<file path="src/rtl/cpu_mem_pkg.sv">
// Shared types and constants for the CPU-side byte-wide memory initiator.
package cpu_mem_pkg;

   localparam int unsigned MEM_ADDR_W  = 16;
   localparam int unsigned MEM_DATA_W  = 8;
   localparam int unsigned RD_WAIT_MAX = 7;
   localparam int unsigned WAIT_CNT_W  = 3;

   typedef enum logic [1:0] {
      IDLE = 2'd0,
      ACC0 = 2'd1,
      ACC1 = 2'd2,
      RESP = 2'd3
   } mem_state_e;

endpackage

</file>
<file path="src/rtl/mem_bus_master.sv">
// Turns CPU load/store requests into byte-wide memory strobes; 16-bit words are
// split into two little-endian byte accesses, loads may insert read wait states.
module mem_bus_master
   import cpu_mem_pkg::*;
#(
   parameter int unsigned ADDR_W  = MEM_ADDR_W,
   parameter int unsigned DATA_W  = MEM_DATA_W,
   parameter int unsigned RD_WAIT = 0
) (
   input  logic                  clk,
   input  logic                  rst,
   input  logic                  req_valid,
   output logic                  req_ready,
   input  logic                  req_write,
   input  logic                  req_word,
   input  logic [ADDR_W-1:0]     req_addr,
   input  logic [2*DATA_W-1:0]   req_wdata,
   output logic                  resp_valid,
   output logic [2*DATA_W-1:0]   resp_rdata,
   output logic                  read,
   output logic                  write,
   output logic [ADDR_W-1:0]     ar_out,
   output logic [DATA_W-1:0]     mem_input,
   input  logic [DATA_W-1:0]     mem_output
);

   mem_state_e              r_state;
   logic                    r_ready;
   logic                    r_resp_valid;
   logic [2*DATA_W-1:0]     r_resp_rdata;
   logic                    r_read;
   logic                    r_write;
   logic [ADDR_W-1:0]       r_ar;
   logic [DATA_W-1:0]       r_mem_in;
   logic                    r_is_write;
   logic                    r_word;
   logic [DATA_W-1:0]       r_wdata_hi;
   logic [DATA_W-1:0]       r_rd_lo;
   logic [WAIT_CNT_W-1:0]   r_wait;

   logic                    w_byte_done;

   // A store byte takes one strobe cycle; a load byte ends when the wait count runs out.
   assign w_byte_done = r_is_write || (r_wait == '0);

   always_ff @(posedge clk or posedge rst) begin
      if (rst) begin
         r_state      <= IDLE;
         r_ready      <= 1'b1;
         r_resp_valid <= 1'b0;
         r_resp_rdata <= '0;
         r_read       <= 1'b0;
         r_write      <= 1'b0;
         r_ar         <= '0;
         r_mem_in     <= '0;
         r_is_write   <= 1'b0;
         r_word       <= 1'b0;
         r_wdata_hi   <= '0;
         r_rd_lo      <= '0;
         r_wait       <= '0;
      end else begin
         r_resp_valid <= 1'b0;
         case (r_state)
            IDLE: begin
               if (req_valid && r_ready) begin
                  r_ready    <= 1'b0;
                  r_is_write <= req_write;
                  r_word     <= req_word;
                  r_wdata_hi <= req_wdata[2*DATA_W-1:DATA_W];
                  r_ar       <= req_addr;
                  r_mem_in   <= req_wdata[DATA_W-1:0];
                  r_read     <= !req_write;
                  r_write    <= req_write;
                  r_wait     <= WAIT_CNT_W'(RD_WAIT);
                  r_state    <= ACC0;
               end
            end
            ACC0, ACC1: begin
               if (!w_byte_done) begin
                  r_wait <= r_wait - WAIT_CNT_W'(1);
               end else if ((r_state == ACC0) && r_word) begin
                  // Second byte follows immediately; strobe stays asserted.
                  r_rd_lo  <= mem_output;
                  r_ar     <= r_ar + ADDR_W'(1);
                  r_mem_in <= r_wdata_hi;
                  r_wait   <= WAIT_CNT_W'(RD_WAIT);
                  r_state  <= ACC1;
               end else begin
                  r_read       <= 1'b0;
                  r_write      <= 1'b0;
                  r_resp_valid <= 1'b1;
                  if (!r_is_write) begin
                     r_resp_rdata <= r_word ? {mem_output, r_rd_lo}
                                            : {{DATA_W{1'b0}}, mem_output};
                  end
                  r_state <= RESP;
               end
            end
            RESP: begin
               r_ready <= 1'b1;
               r_state <= IDLE;
            end
            default: begin
               r_state <= IDLE;
            end
         endcase
      end
   end

   assign req_ready  = r_ready;
   assign resp_valid = r_resp_valid;
   assign resp_rdata = r_resp_rdata;
   assign read       = r_read;
   assign write      = r_write;
   assign ar_out     = r_ar;
   assign mem_input  = r_mem_in;

endmodule

</file>
<file path="config.mk">
export PLATFORM = sky130hd
export DESIGN_NAME = mem_bus_master
export DESIGN_NICKNAME = d
export VERILOG_FILES = /design/src/rtl/cpu_mem_pkg.sv /design/src/rtl/mem_bus_master.sv
export SDC_FILE = /design/constraint.sdc
export NUM_CORES = 1
export LEC_CHECK = 0
export BUFFER_PORTS_ARGS = -buffer_cell sky130_fd_sc_hd__buf_2
export CAP_MARGIN = 5
export CELL_PAD_IN_SITES_DETAIL_PLACEMENT = 0
export CELL_PAD_IN_SITES_GLOBAL_PLACEMENT = 1
export CORE_ASPECT_RATIO = 0.8
export CORE_UTILIZATION = 27
export CTS_CLUSTER_SIZE = 40
export DETAILED_ROUTE_END_ITERATION = 6
export GPL_ROUTABILITY_DRIVEN = 1
export PLACE_DENSITY_LB_ADDON = 0.1
export SLEW_MARGIN = 20
export SYNTH_ARGS = -nofsm -noshare
export SYNTH_HDL_FRONTEND = slang
export SYNTH_SLANG_ARGS = --single-unit
</file>
<file path="constraint.sdc">
create_clock -name clk -period 2.1 [get_ports clk]
set_clock_uncertainty 0.15 [all_clocks]
set_input_delay 0.105 -clock clk [delete_from_list [all_inputs] [get_ports clk]]
set_output_delay 0.105 -clock clk [all_outputs]
set_load 0.005 [all_outputs]
</file>
==> flow_metrics.py <==
metrics = {
    "timing": {
        "fin_hold_ws_ps": 14.1,
        "fin_tns_setup_ps": 0,
        "rsz0062_at_grt": "yes",
        "fmax_mhz": 494,
        "setup_viol": 0,
        "fin_crit_sh": 0.964,
        "drv_slew": 0,
        "max_slew.worst_pin.slew_ps": 505,
        "slew_headroom": 0.664,
        "final_hold_viol_count": 0,
        "period_minus_slack_ps": 2020,
    },
    "clocking": {
        "clk_pin_slew_ps": 60,
        "cts_tree": "yes",
        "clockBufferDepth": 2,
        "cts_setup_buffers": 0,
        "htreeDepth": 3,
        "cts_sinks": 67,
        "clk-insertion-delay-late_ps": 330,
        "numCtsBuffers": 9,
        "cts-root-buf": "clkbuf_16",
    },
    "synth": {
        "ys_types": 47,
        "syn-mean-instance-area_um2": 10.2,
        "synth_cells": 326,
        "synth_edf_count": 0,
        "synth.yosys.seq_area_share": 0.507,
        "async_flop_share": 1.00,
        "synth_top_family_by_area": "compound AO/OA/AOI/OAI gates",
        "syn_nets": 377,
        "ys.flop_type": "dfrtp_1",
        "ys_warn_count": 0,
        "ys_ff_latch": 67,
        "synth_compound_area_frac": 0.169,
        "synthMuxAreaShare": 0.119,
        "synthAdderAreaFrac": 0.0227,
        "synth-xor-area-share": 0,
        "synthSimpleGateAreaFrac": 0.143,
        "synthesis.area_um2": 3310,
    },
    "die": {
        "core_um2": 11700,
        "fp.dieH_um": 101,
        "start_util": 0.282,
        "die_w_um": 126,
        "row_count": 35,
        "die_area_um2": 12700,
        "io_pins": 89,
    },
    "power": {
        "power_switching_mw": 2.97,
        "peakVddDrop_mv": 0.659,
        "sw_frac_of_total": 0.390,
        "p_seq_frac": 0.306,
        "clockPowerShare": 0.206,
        "internal_power_mw": 4.64,
        "p_leak_nw": 2.28,
        "power.density_nw_per_um2": 1590,
        "power_frac_comb": 0.488,
    },
    "flow_run": {
        "drv_cap": 0,
    },
    "grt": {
        "overflow": 0,
        "grt_max_degree": 33,
        "grt_pass1_vias": 2984,
        "grt_pass1_wl_um": 15200,
        "antenna_found_initial": 0,
        "track_usage": 0.156,
    },
    "placed_design": {
        "place_congestion": 0.760,
        "dp_hpwl_um": 6620,
        "portBuffers": 88,
    },
    "route": {
        "ant_nets": 0,
        "routed_wirelength_um": 9280,
        "drt-initial-drc-count": 171,
        "first_pass_iters": 5,
        "drc": 0,
        "vias_per_cell": 4.66,
        "routedWlPerCell_um": 14.9,
        "vias": 2899,
    },
    "critical_path": {
        "critical_path_class": "reg2reg",
        "cp_cell_sequence": "inv_1 -> ha_1 -> nor2b_2 -> o211a_1 -> or3_1 -> mux2_2",
        "cp_top_family": "simple AND/OR/NAND/NOR gates",
        "crit_path_top_delay_cell": "or3_1",
        "crit_path_max_incr_delay_ps": 390,
        "worstSetupEndpointType": "flip-flop",
        "path_max_fanout": 5,
        "crit_buf_inv": 1,
        "worstPathRequired_ps": 2170,
        "crit_arrival_ps": 2090,
        "cp-start-kind": "flip-flop",
    },
    "cells_and_area": {
        "num_antenna_cells": 0,
        "final_util": 0.407,
        "finalNetCount": 520,
        "n_fill_cell": 1220,
        "syn_to_final_growth_pct": 44.4,
        "drive_above_1_share": 0.335,
    },
    "min_path": {
        "worstHoldPathType": "in2reg",
    },
    "outcome": {
        "outcome": "finished clean",
    },
}
-- routing by layer --
| metal | up-vias | share of wire | GRT usage |
|---|---|---|---|
| met5 | - | 0 | 0 |
| met4 | 0 | 0.013 | 0.0584 |
| met3 | 8 | 0.048 | 0.0393 |
| met2 | 73 | 0.43 | 0.230 |
| met1 | 1356 | 0.51 | 0.219 |
| li1 | 1462 | - | - |
-- cell families (layout without fill, tap and decap cells) --
group,after synthesis,in the layout
buffers and inverters,27,175
multiplexers,37,37
AND/OR/NAND/NOR,98,98
adder cells (fa/ha/maj),6,6
flip-flops,67,67
AO/OA/AOI/OAI,91,91
-- flip-flops by register name, summed over array words and instances (netlist names) --
| register | cells |
|---|---|
| mem_input | 8 |
| read | 1 |
| resp_rdata | 16 |
| ar_out | 16 |
| r_is_write | 1 |
| req_ready | 1 |
| resp_valid | 1 |
| r_wdata_hi | 8 |
| r_rd_lo | 8 |
| write | 1 |
| r_word | 1 |
| r_state | 2 |
| r_wait | 3 |
-- worst reg2reg max path, delay by kind of cell, from the launching register on --
| family | cells | cell delay (ps) |
|---|---|---|
| adders and majority gates | 1 | 210 |
| DFF | 1 | 360 |
| buffers and inverters | 1 | 70 |
| AOI/OAI and AO/OA | 1 | 250 |
| and+or+nand+nor | 2 | 590 |
| muxes | 1 | 280 |
-- what timing repair did --
item | in CTS | in global routing
endpoints found under the setup margin | 0 | 13
gates resized for setup | 0 | 4
endpoints found under the hold margin | 73 | 0
hold buffers | 40 | 0
-- power groups by stage --
stage,registers [mW],clock network (mW),logic [mW]
after floorplan,2.32,0,2.34
after global placement,2.33,0,3.64
after detailed placement,2.35,0,3.63
after CTS,2.33,1.62,3.71
after global routing,2.41,1.67,4.21
final,2.33,1.57,3.71
-- cell usage in the layout, fill, tap and decap left out, types with 3 or more instances in the layout --
master and instances:
buf_2 88, dfrtp_1 66, nand2_1 44, dlygate4sd3_1 40
o21ai_0 33, a21oi_1 27, buf_4 20, mux2_2 19
mux2i_1 18, nor2_1 13, nand3_1 11, clkbuf_16 9
inv_1 6, nor3_1 5, o22ai_1 5, and3_1 5
ha_1 5, nand2b_1 3, nor2b_1 3, a2bb2oi_1 3
a21o_1 3, clkbuf_8 3
-- synthesized netlist by cell type (2+ instances only) --
cell | instances | area (um2)
mux2i_1 | 18 | 180
inv_1 | 7 | 26.3
and3_1 | 5 | 31.3
nand2b_1 | 3 | 18.8
mux2_2 | 19 | 214
nor2b_1 | 4 | 25.0
a41oi_1 | 2 | 17.5
and4_1 | 2 | 17.5
o41ai_1 | 2 | 17.5
o22a_1 | 2 | 17.5
a21o_1 | 3 | 22.5
ha_1 | 6 | 75.1
buf_2 | 6 | 30.0
and3_4 | 2 | 22.5
buf_6 | 3 | 33.8
nand3_1 | 11 | 55.1
nor3_1 | 5 | 25.0
dfrtp_1 | 66 | 1650
a21oi_1 | 27 | 135
nor4_1 | 2 | 12.5
o22ai_1 | 5 | 31.3
nand2_1 | 44 | 165
nand4_1 | 2 | 12.5
o31ai_1 | 2 | 15.0
a31o_2 | 2 | 17.5
nor2_1 | 13 | 48.8
o21ai_0 | 33 | 165
a2bb2oi_1 | 3 | 26.3
buf_1 | 3 | 11.3
clkbuf_1 | 7 | 26.3
-- cell type report --
class | count | area (um2) | share of cell area
clock buffer | 12 | 267 | 0.0558
clock inverter | 4 | 47.5 | 0.00995
inverter | 8 | 30.0 | 0.00628
multi-input combinational | 232 | 1530 | 0.320
sequential | 67 | 1680 | 0.351
tap | 148 | 185 | 0.0388
timing repair buffer | 151 | 1040 | 0.218
-- path summary, 6_finish.rpt --
kind | from | to | slack (ps) | depth (start not counted)
max | r_wait[0] | r_wait[1] | 80 | 6
min | req_addr[11] | ar_out[11] | 10 | 4
max reg2reg | r_wait[0] | r_wait[1] | 80 | 6
min reg2reg | read | read | 320 | 1
max in group asynchronous | rst | req_ready | 980 | 4
min in group asynchronous | rst | mem_input[2] | 200 | 3
-- per-stage QoR --
stage | area [um2] | cells | setup slack [ps] | power, mW
CTS | 4750 | 622 | 7.54 | 7.67
global route | 4780 | 622 | -12.7 | 8.30
floorplan | 3310 | 326 | 76.5 | 4.66
finish | 4780 | 622 | 76.6 | 7.61
detailed placement | 4040 | 566 | 24.4 | 5.98
global placement | 4040 | 566 | 98.0 | 5.97
Power figures use the tool's default switching activity.
